**config.mk**
```make
export PLATFORM = sky130hd
export DESIGN_NAME = bus_arbiter
export DESIGN_NICKNAME = d
export VERILOG_FILES = /design/src/rtl/bus_arbiter.sv
export SDC_FILE = /design/constraint.sdc
export NUM_CORES = 1
export LEC_CHECK = 0
export CORE_MARGIN = 4
export CORE_UTILIZATION = 40
export DETAILED_ROUTE_END_ITERATION = 6
export PLACE_DENSITY = 0.81
export REMOVE_ABC_BUFFERS = 1
export SLEW_MARGIN = 40
export SYNTH_ARGS = -nofsm -noshare
export SYNTH_HDL_FRONTEND = slang
export SYNTH_SLANG_ARGS = --single-unit
export TNS_END_PERCENT = 50
```
**constraint.sdc**
```tcl
create_clock -name clk -period 2.1 [get_ports clk]
set_clock_uncertainty 0.2 [all_clocks]
set_input_delay 0.63 -clock clk [delete_from_list [all_inputs] [get_ports clk]]
set_output_delay 0.63 -clock clk [all_outputs]
set_load 0.05 [all_outputs]
```
**src/rtl/bus_arbiter.sv**
```systemverilog
// Two-requester round-robin arbiter issuing one transaction at a time into a core chain.
// Optional response timeout: define BUS_ARBITER_TIMEOUT_EN.
module bus_arbiter #(
  parameter int unsigned ADDR_WIDTH     = 16,
  parameter int unsigned DATA_WIDTH     = 16,
  parameter int unsigned TIMEOUT_CYCLES = 255
) (
  input  logic                  clk,
  input  logic                  rst,
  input  logic [ADDR_WIDTH-1:0] req0_addr_i,
  input  logic [DATA_WIDTH-1:0] req0_wdata_i,
  input  logic                  req0_rw_i,
  input  logic                  req0_valid_i,
  output logic                  req0_ready_o,
  output logic [DATA_WIDTH-1:0] req0_rdata_o,
  output logic                  req0_rvalid_o,
  output logic                  req0_err_o,
  input  logic [ADDR_WIDTH-1:0] req1_addr_i,
  input  logic [DATA_WIDTH-1:0] req1_wdata_i,
  input  logic                  req1_rw_i,
  input  logic                  req1_valid_i,
  output logic                  req1_ready_o,
  output logic [DATA_WIDTH-1:0] req1_rdata_o,
  output logic                  req1_rvalid_o,
  output logic                  req1_err_o,
  output logic [ADDR_WIDTH-1:0] bus_addr_o,
  output logic [DATA_WIDTH-1:0] bus_wdata_o,
  output logic                  bus_rw_o,
  output logic                  bus_valid_o,
  input  logic [DATA_WIDTH-1:0] bus_rdata_i,
  input  logic                  bus_rw_i,
  input  logic                  bus_valid_i
);

  typedef enum logic [1:0] {IDLE, ISSUE, WAIT, RESP} state_e;

  state_e                state_q, state_d;
  logic                  gnt_q, gnt_d;
  logic                  last_q, last_d;
  logic [ADDR_WIDTH-1:0] addr_q, addr_d;
  logic [DATA_WIDTH-1:0] wdata_q, wdata_d;
  logic                  rw_q, rw_d;
  logic [DATA_WIDTH-1:0] rdata0_q, rdata0_d;
  logic [DATA_WIDTH-1:0] rdata1_q, rdata1_d;
  logic [1:0]            rvalid_q, rvalid_d;

  logic                  any_c;
  logic                  sel_c;
  logic                  tmo_c;
  logic                  done_c;
  logic [DATA_WIDTH-1:0] resp_data_c;
  logic                  unused_c;

  // On a tie the requester not granted last wins; a lone requester always wins.
  assign any_c       = req0_valid_i | req1_valid_i;
  assign sel_c       = (req0_valid_i & req1_valid_i) ? ~last_q : req1_valid_i;
  assign done_c      = (state_q == WAIT) & (bus_valid_i | tmo_c);
  assign resp_data_c = bus_valid_i ? bus_rdata_i : '1;

`ifdef BUS_ARBITER_TIMEOUT_EN
  localparam int unsigned CNT_W = (TIMEOUT_CYCLES == 0) ? 1 : $clog2(TIMEOUT_CYCLES + 1);

  logic [CNT_W-1:0] cnt_q, cnt_d;
  logic [1:0]       err_q, err_d;

  // Wait counter restarts on every WAIT entry; a returning strobe beats the limit.
  always_comb begin
    cnt_d = '0;
    err_d = '0;
    tmo_c = 1'b0;
    if (state_q == WAIT && !bus_valid_i) begin
      if (cnt_q == CNT_W'(TIMEOUT_CYCLES)) begin
        tmo_c        = 1'b1;
        err_d[gnt_q] = 1'b1;
      end else begin
        cnt_d = cnt_q + CNT_W'(1);
      end
    end
  end

  always_ff @(posedge clk) begin
    if (rst) begin
      cnt_q <= '0;
      err_q <= '0;
    end else begin
      cnt_q <= cnt_d;
      err_q <= err_d;
    end
  end

  assign req0_err_o = err_q[0];
  assign req1_err_o = err_q[1];
  assign unused_c   = bus_rw_i;
`else
  assign tmo_c      = 1'b0;
  assign req0_err_o = 1'b0;
  assign req1_err_o = 1'b0;
  assign unused_c   = ^{bus_rw_i, 32'(TIMEOUT_CYCLES)};
`endif

  always_comb begin
    state_d  = state_q;
    gnt_d    = gnt_q;
    last_d   = last_q;
    addr_d   = addr_q;
    wdata_d  = wdata_q;
    rw_d     = rw_q;
    rdata0_d = rdata0_q;
    rdata1_d = rdata1_q;
    rvalid_d = '0;
    case (state_q)
      IDLE: begin
        if (any_c) begin
          gnt_d   = sel_c;
          addr_d  = sel_c ? req1_addr_i  : req0_addr_i;
          wdata_d = sel_c ? req1_wdata_i : req0_wdata_i;
          rw_d    = sel_c ? req1_rw_i    : req0_rw_i;
          state_d = ISSUE;
        end
      end
      ISSUE: state_d = WAIT;
      WAIT: begin
        if (done_c) begin
          rvalid_d[gnt_q] = 1'b1;
          if (gnt_q) rdata1_d = resp_data_c;
          else       rdata0_d = resp_data_c;
          state_d = RESP;
        end
      end
      RESP: begin
        last_d  = gnt_q;
        state_d = IDLE;
      end
      default: state_d = IDLE;
    endcase
  end

  // Reset leaves req0 with tie priority by pretending req1 was granted last.
  always_ff @(posedge clk) begin
    if (rst) begin
      state_q  <= IDLE;
      gnt_q    <= 1'b0;
      last_q   <= 1'b1;
      addr_q   <= '0;
      wdata_q  <= '0;
      rw_q     <= 1'b0;
      rdata0_q <= '0;
      rdata1_q <= '0;
      rvalid_q <= '0;
    end else begin
      state_q  <= state_d;
      gnt_q    <= gnt_d;
      last_q   <= last_d;
      addr_q   <= addr_d;
      wdata_q  <= wdata_d;
      rw_q     <= rw_d;
      rdata0_q <= rdata0_d;
      rdata1_q <= rdata1_d;
      rvalid_q <= rvalid_d;
    end
  end

  // Accept pulse is combinational so it lands in the same cycle as the grant decision.
  assign req0_ready_o  = ~rst & (state_q == IDLE) & any_c & ~sel_c;
  assign req1_ready_o  = ~rst & (state_q == IDLE) & any_c &  sel_c;
  assign req0_rdata_o  = rdata0_q;
  assign req1_rdata_o  = rdata1_q;
  assign req0_rvalid_o = rvalid_q[0];
  assign req1_rvalid_o = rvalid_q[1];
  assign bus_addr_o    = addr_q;
  assign bus_wdata_o   = wdata_q;
  assign bus_rw_o      = rw_q;
  assign bus_valid_o   = (state_q == ISSUE);

endmodule

```
== Word level (Yosys, flattened, before mapping) ==
Cells that the tools add are included.

* Word-level logic and storage cells: 46
* Latch bits: 0
* Bits in read-only memories: 0
* Output and inout bits: 72
* RAM bits: 0
* Input bits: 88
* Memories: 0
* Register bits: 71

* Shifts and indexed selects: 0
* $add $sub $neg: 0
* $mul: 0
* Equality and inequality tests: 5
* Order comparisons: 2
* Bitwise logic cells: 13
* Reduce and logical (&&, ||, !) cells: 7
* Div/mod/pow operators: 0
* Multiplexer cells: 10

{| class="wikitable"
|+ Operator list
! operator !! number
|-
| $mux 16 || 3
|-
| $pmux 2 s4 || 1
|-
| $and 1x1->1 || 6
|-
| $not 1->1 || 6
|-
| $reduce_and 3->1 || 2
|-
| $eq 2x2->1 const B || 2
|-
| $mux 2 || 2
|-
| $ne 2x2->1 const B || 2
|-
| $reduce_and 2->1 || 2
|-
| $mux 1 || 3
|-
| $reduce_or 3->1 || 1
|-
| $eq 2x1->1 const B || 1
|-
| $logic_not 2->1 || 1
|-
| $lt 1x2->1 const B || 1
|-
| $demux 1 s1 || 1
|-
| $ge 1x1->1 const B || 1
|-
| $logic_and 1x1->1 || 1
|-
| $or 1x1->1 || 1
|}

== Depth between registers and ports, before layout ==
* Word-level depth: 4
* Mapped depth: 7
* Depth with buffers taken out: 5

== Worst setup path before layout ==
OpenSTA, ideal clock, no wires.

* Path kind: in2out
* Start point: in req1_valid_i
* End point: out req1_ready_o
* Data required time: 1,270 ps
* Setup slack: -923 ps
* Cell stages on the path: 4
* Arrival: 2,193 ps
* Path buffers: 2
* Cells stage by stage: a21bo_2 > buf_6 > buf_4 > nor3_1

* Cells in the longest elaborated chain, start to end: 3

{| class="wikitable"
|+ RTL lines
! element !! RTL line !! text
|-
| start, declared || 21 || <nowiki>input logic req1_valid_i,</nowiki>
|-
| $or 1x1->1 / $and 1x1->1 (equally long branches) || 55, 56 ||
|-
| $and 1x1->1 / $mux 1 (equally long branches) || 165, 56 ||
|-
| $and 1x1->1 * || 165 || <nowiki>assign req1_ready_o = ~rst & (state_q == IDLE) & any_c & sel_c;</nowiki>
|-
| end, declared || 22 || <nowiki>output logic req1_ready_o,</nowiki>
|}

Mark *: on every way between the ends. The rest lies on a longest branch, timed or not.

== Worst setup path after layout ==
* Start point: reg state_q[1]
* End point: out req0_ready_o

* Cells in the longest elaborated chain, start to end: 4

{| class="wikitable"
|+ RTL lines
! element !! RTL line !! text
|-
| start, declared || 37 || <nowiki>state_e state_q, state_d;</nowiki>
|-
| start signal, assigned || 151 || <nowiki>state_q <= state_d;</nowiki>
|-
| $logic_not 2->1 || 164 || <nowiki>assign req0_ready_o = ~rst & (state_q == IDLE) & any_c & ~sel_c;</nowiki>
|-
| $and 1x1->1 (3 in series) || 164 ||
|-
| end, declared || 14 || <nowiki>output logic req0_ready_o,</nowiki>
|}

No other way between the ends.

==> qor_table.md <==
| Result | This run |
|:---|:---|
| Hold Violations, Final | 0 |
| Tightest Pin Transition | 576 ps |
| Smallest setup slack after layout | -130 ps |
| Post-synth ARST share | 0% |
| Vias after detailed routing | 3134 |
| Capturing element type of the critical path | output pin |
| Register-to-register setup slack | 350 ps |
| Sinks on Clock Net | 71 |
| Cell depth of the worst flop-to-flop path | 7 |
| Relative area change from synthesis to final layout | 58.2% |
| Initial standard-cell utilization of the core | 41.7% |
| Top post-synthesis cells by count | nand2_1 (99), dfxtp_1 (71), a21oi_1 (66) |
| Cts-stage hold buffer count | 0 |
| Minimum clock period | 2230 ps |
| Ratio of final minimum period to clock period | 106% |
| Via density per instance | 5.01 |
| Via count of the first global-routing pass | 3076 |
| Final weighted congestion in routability-driven placement | 0.755 |
| Leakage power figure | 0.00199 uW |
| Final-report setup violation count | 2 |
| Critical R2R Capture | bus_wdata_o[1] |
| Count of buffers inserted at the top-level ports | 156 |
| Peak ir drop on the vdd network | 0.00101 V |
| Number of enable-type register cells in the synthesized netlist | 0 |
| Total routed wirelength | 9760 um |
| GR Overflow Total | 0 |
| Worst Path Class, Setup | reg2out |
| Post-Synthesis Cell Area | 3080 um2 |
| Element type at the critical path start | register |
| Sequence of cells on the critical path | inv_4, ha_4, o21ai_4, nor3_2, buf_6 |
| Worst Hold Path EP | req0_rdata_o[1] |
| Worst slew margin relative to its limit | 61.6% |
| Top-count cell post-synth | nand2_1 |
| Run status | finished, violations left |
| Top cells by area in the synthesized netlist | dfxtp_1 (46%), nand2_1 (12%), a211oi_2 (12%) |
| Number of max-slew violations in the final report | 0 |
| Family of cells with the greatest summed delay on the critical path | flip-flops |
| Endpoint arrival time on the critical path | 1400 ps |
| Routed wirelength normalized by instance count | 15.6 um |
| DRC Markers | 0 |
| Fraction of post-synthesis cell area in the top cell type by area | 46.2% |
| Total of max-cap violations | 0 |
| Cell type with the highest aggregate area in the netlist | dfxtp_1 |
| Antenna viol nets, final | 0 |
| Overall Power | 6030 uW |
| Critical path fanouts, max | 4 |
| Clock slew at the register clock pins of the worst setup and hold paths | 80 ps |
| Netlist cell types | 30 |
| Wire length of the first global-routing pass | 15100 um |
| Area inside the core boundary | 7370 um2 |
| Number of buffers between clock root and the deepest sink | 2 |
| Main synth FF type | dfxtp_1 |
| Final instance area | 4860 um2 |
| Count of mapped cells out of synthesis | 363 |
| DP Worst Slack | -533 ps |
| RSZ-0062 raised after global routing | yes |
| Number of buffers added by the clock tree synthesis step | 9 |
| Total number of nets in the final design | 615 |
| Maximum number of pins on one net before global-route repair | 39 |
| Worst skew pair latency | 340 ps |
| Clock tree from TritonCTS | built |
| Pwr/cell area | 1240 nW/um2 |
| CTS Root Buffer Type | clkbuf_8 |
| Count of warnings emitted by yosys | 0 |
| Width of the die | 95.7 um |
| Number of diodes added for antenna fixing | 0 |
| Violations in the final reports | setup timing |
| Bufs and invs on worst path | 2 |
| Global-route total usage across every layer | 21.2% |
| Number of antenna violations at the first check in global routing | 0 |
| Path category of the worst min-delay check | reg2reg |
| Highest cell delay on the worst timing path | 370 ps |
| Avg Cell Area, Syn | 8.47 um2 |
| Highest clock rate | 0.448 GHz |
| Die Outline Area | 9160 um2 |
| First-pass DRT Iterations | 5 |
| Die Ht | 95.7 um |
| Post-layout utilization of the core | 66.0% |
| Source of the worst hold timing path | req0_rdata_o[1] |
| Total placed instance area | 4590 um2 |
| R2R Path Start | state_q[1] |
| Fill count | 625 |
| Data required time at the worst endpoint | 1270 ps |
| Std-Cell Rows | 31 |
| Flip-flop and latch count after synthesis | 71 |
| CTS H-tree lvls | 3 |
| Worst Hold Path Cells | 2 |
| Post-synthesis sequential area ratio | 46.2% |
| Critical path's slowest cell | dfxtp_4 |
| HPWL after DPL | 7020 um |
| Boundary Pins | 160 |
| DRC marker count from the first detailed-route iteration | 117 |
| Fraction of layout cells with a size suffix above 1 | 28.8% |
-- layer usage --
layer,up-vias,GRT usage [%],wire length (um)
met5,-,0,0
met4,0,9.60,303
met3,23,3.47,440
met2,99,38.2,5290
met1,1482,24.3,3720
li1,1530,-,-
-- worst min-delay path: stages, from the launching register on --
cell and delay (ps):
dfxtp_1 310, nand2_1 50, a21oi_1 50
-- worst max-delay path by stage --
stage / start / cells past startpoint / end / slack, ps
CTS: state_q[1] / 5 / req0_ready_o / -90
global placement: req1_valid_i / 4 / req1_ready_o / -510
floorplan: req1_valid_i / 2 / req1_ready_o / -860
detailed placement: req0_valid_i / 5 / req0_ready_o / -530
finish: state_q[1] / 5 / req0_ready_o / -130
global route: state_q[1] / 5 / req0_ready_o / -180
-- cells in the final DEF, fill, tap and decap left out, drive strengths merged, types with 2 or more instances in the layout --
master and instances:
inv 4, a21oi 67, clkbuf 10, a211oi 33, buf 94, o21a 2, clkinvlp 3, nor2 36
clkinv 2, conb 2, nor3 2, a21boi 2, clkdlybuf4s50 83, nand2 99, nand2b 2, ha 5
dfxtp 71
-- per-stage QoR --
stage	setup TNS, ps	cells	hold slack [ps]
finish	-201	626	256
global route	-275	626	275
global placement	-10730	605	243
floorplan	-1570	334	268
CTS	-162	621	258
detailed placement	-12540	605	247
-- sequential cells by signal, summed over array words and instances (netlist names) --
signal	cells
gnt_q	1
bus_wdata_o	16
last_q	1
rvalid_q	2
bus_addr_o	16
req1_rdata_o	16
bus_rw_o	1
req0_rdata_o	16
state_q	2
-- report_power, final --
group / leakage [uW] / internal (uW) / switching, uW
sequential: 0.000582 / 1650 / 172
combinational: 0.00132 / 1180 / 2020
clock: 0.0000849 / 465 / 538
total: 0.00199 / 3290 / 2730
-- cells by family after synthesis --
family                   Yosys count  share of synthesized area [%]
adder cells (fa/ha/maj)            5                           2.03
buffers and inverters             33                           6.43
flip-flops                        71                           46.2
multiplexers                       1                          0.325
AND/OR/NAND/NOR                  145                           18.6
AO/OA/AOI/OAI                    107                           26.3
other                              1                          0.122
-- repair_timing --
item                                   4_1_cts  5_1_grt
endpoints found under the hold margin        0        0
pin swaps                                    2        2
setup endpoints to repair                    3        2
resized for setup                           21        6
buffers inserted                             0        5
-- final cells by class --
type	count	area, um2	share of cell area (%)
Clock buffer	10	138	2.83
Sequential cell	71	1430	29.4
Multi-Input combinational cell	260	1490	30.7
Tap cell	99	124	2.55
Clock inverter	6	45.0	0.926
Timing Repair Buffer	177	1620	33.3
Inverter	3	16.3	0.334
No activity file was read; power rests on OpenSTA's default activity.
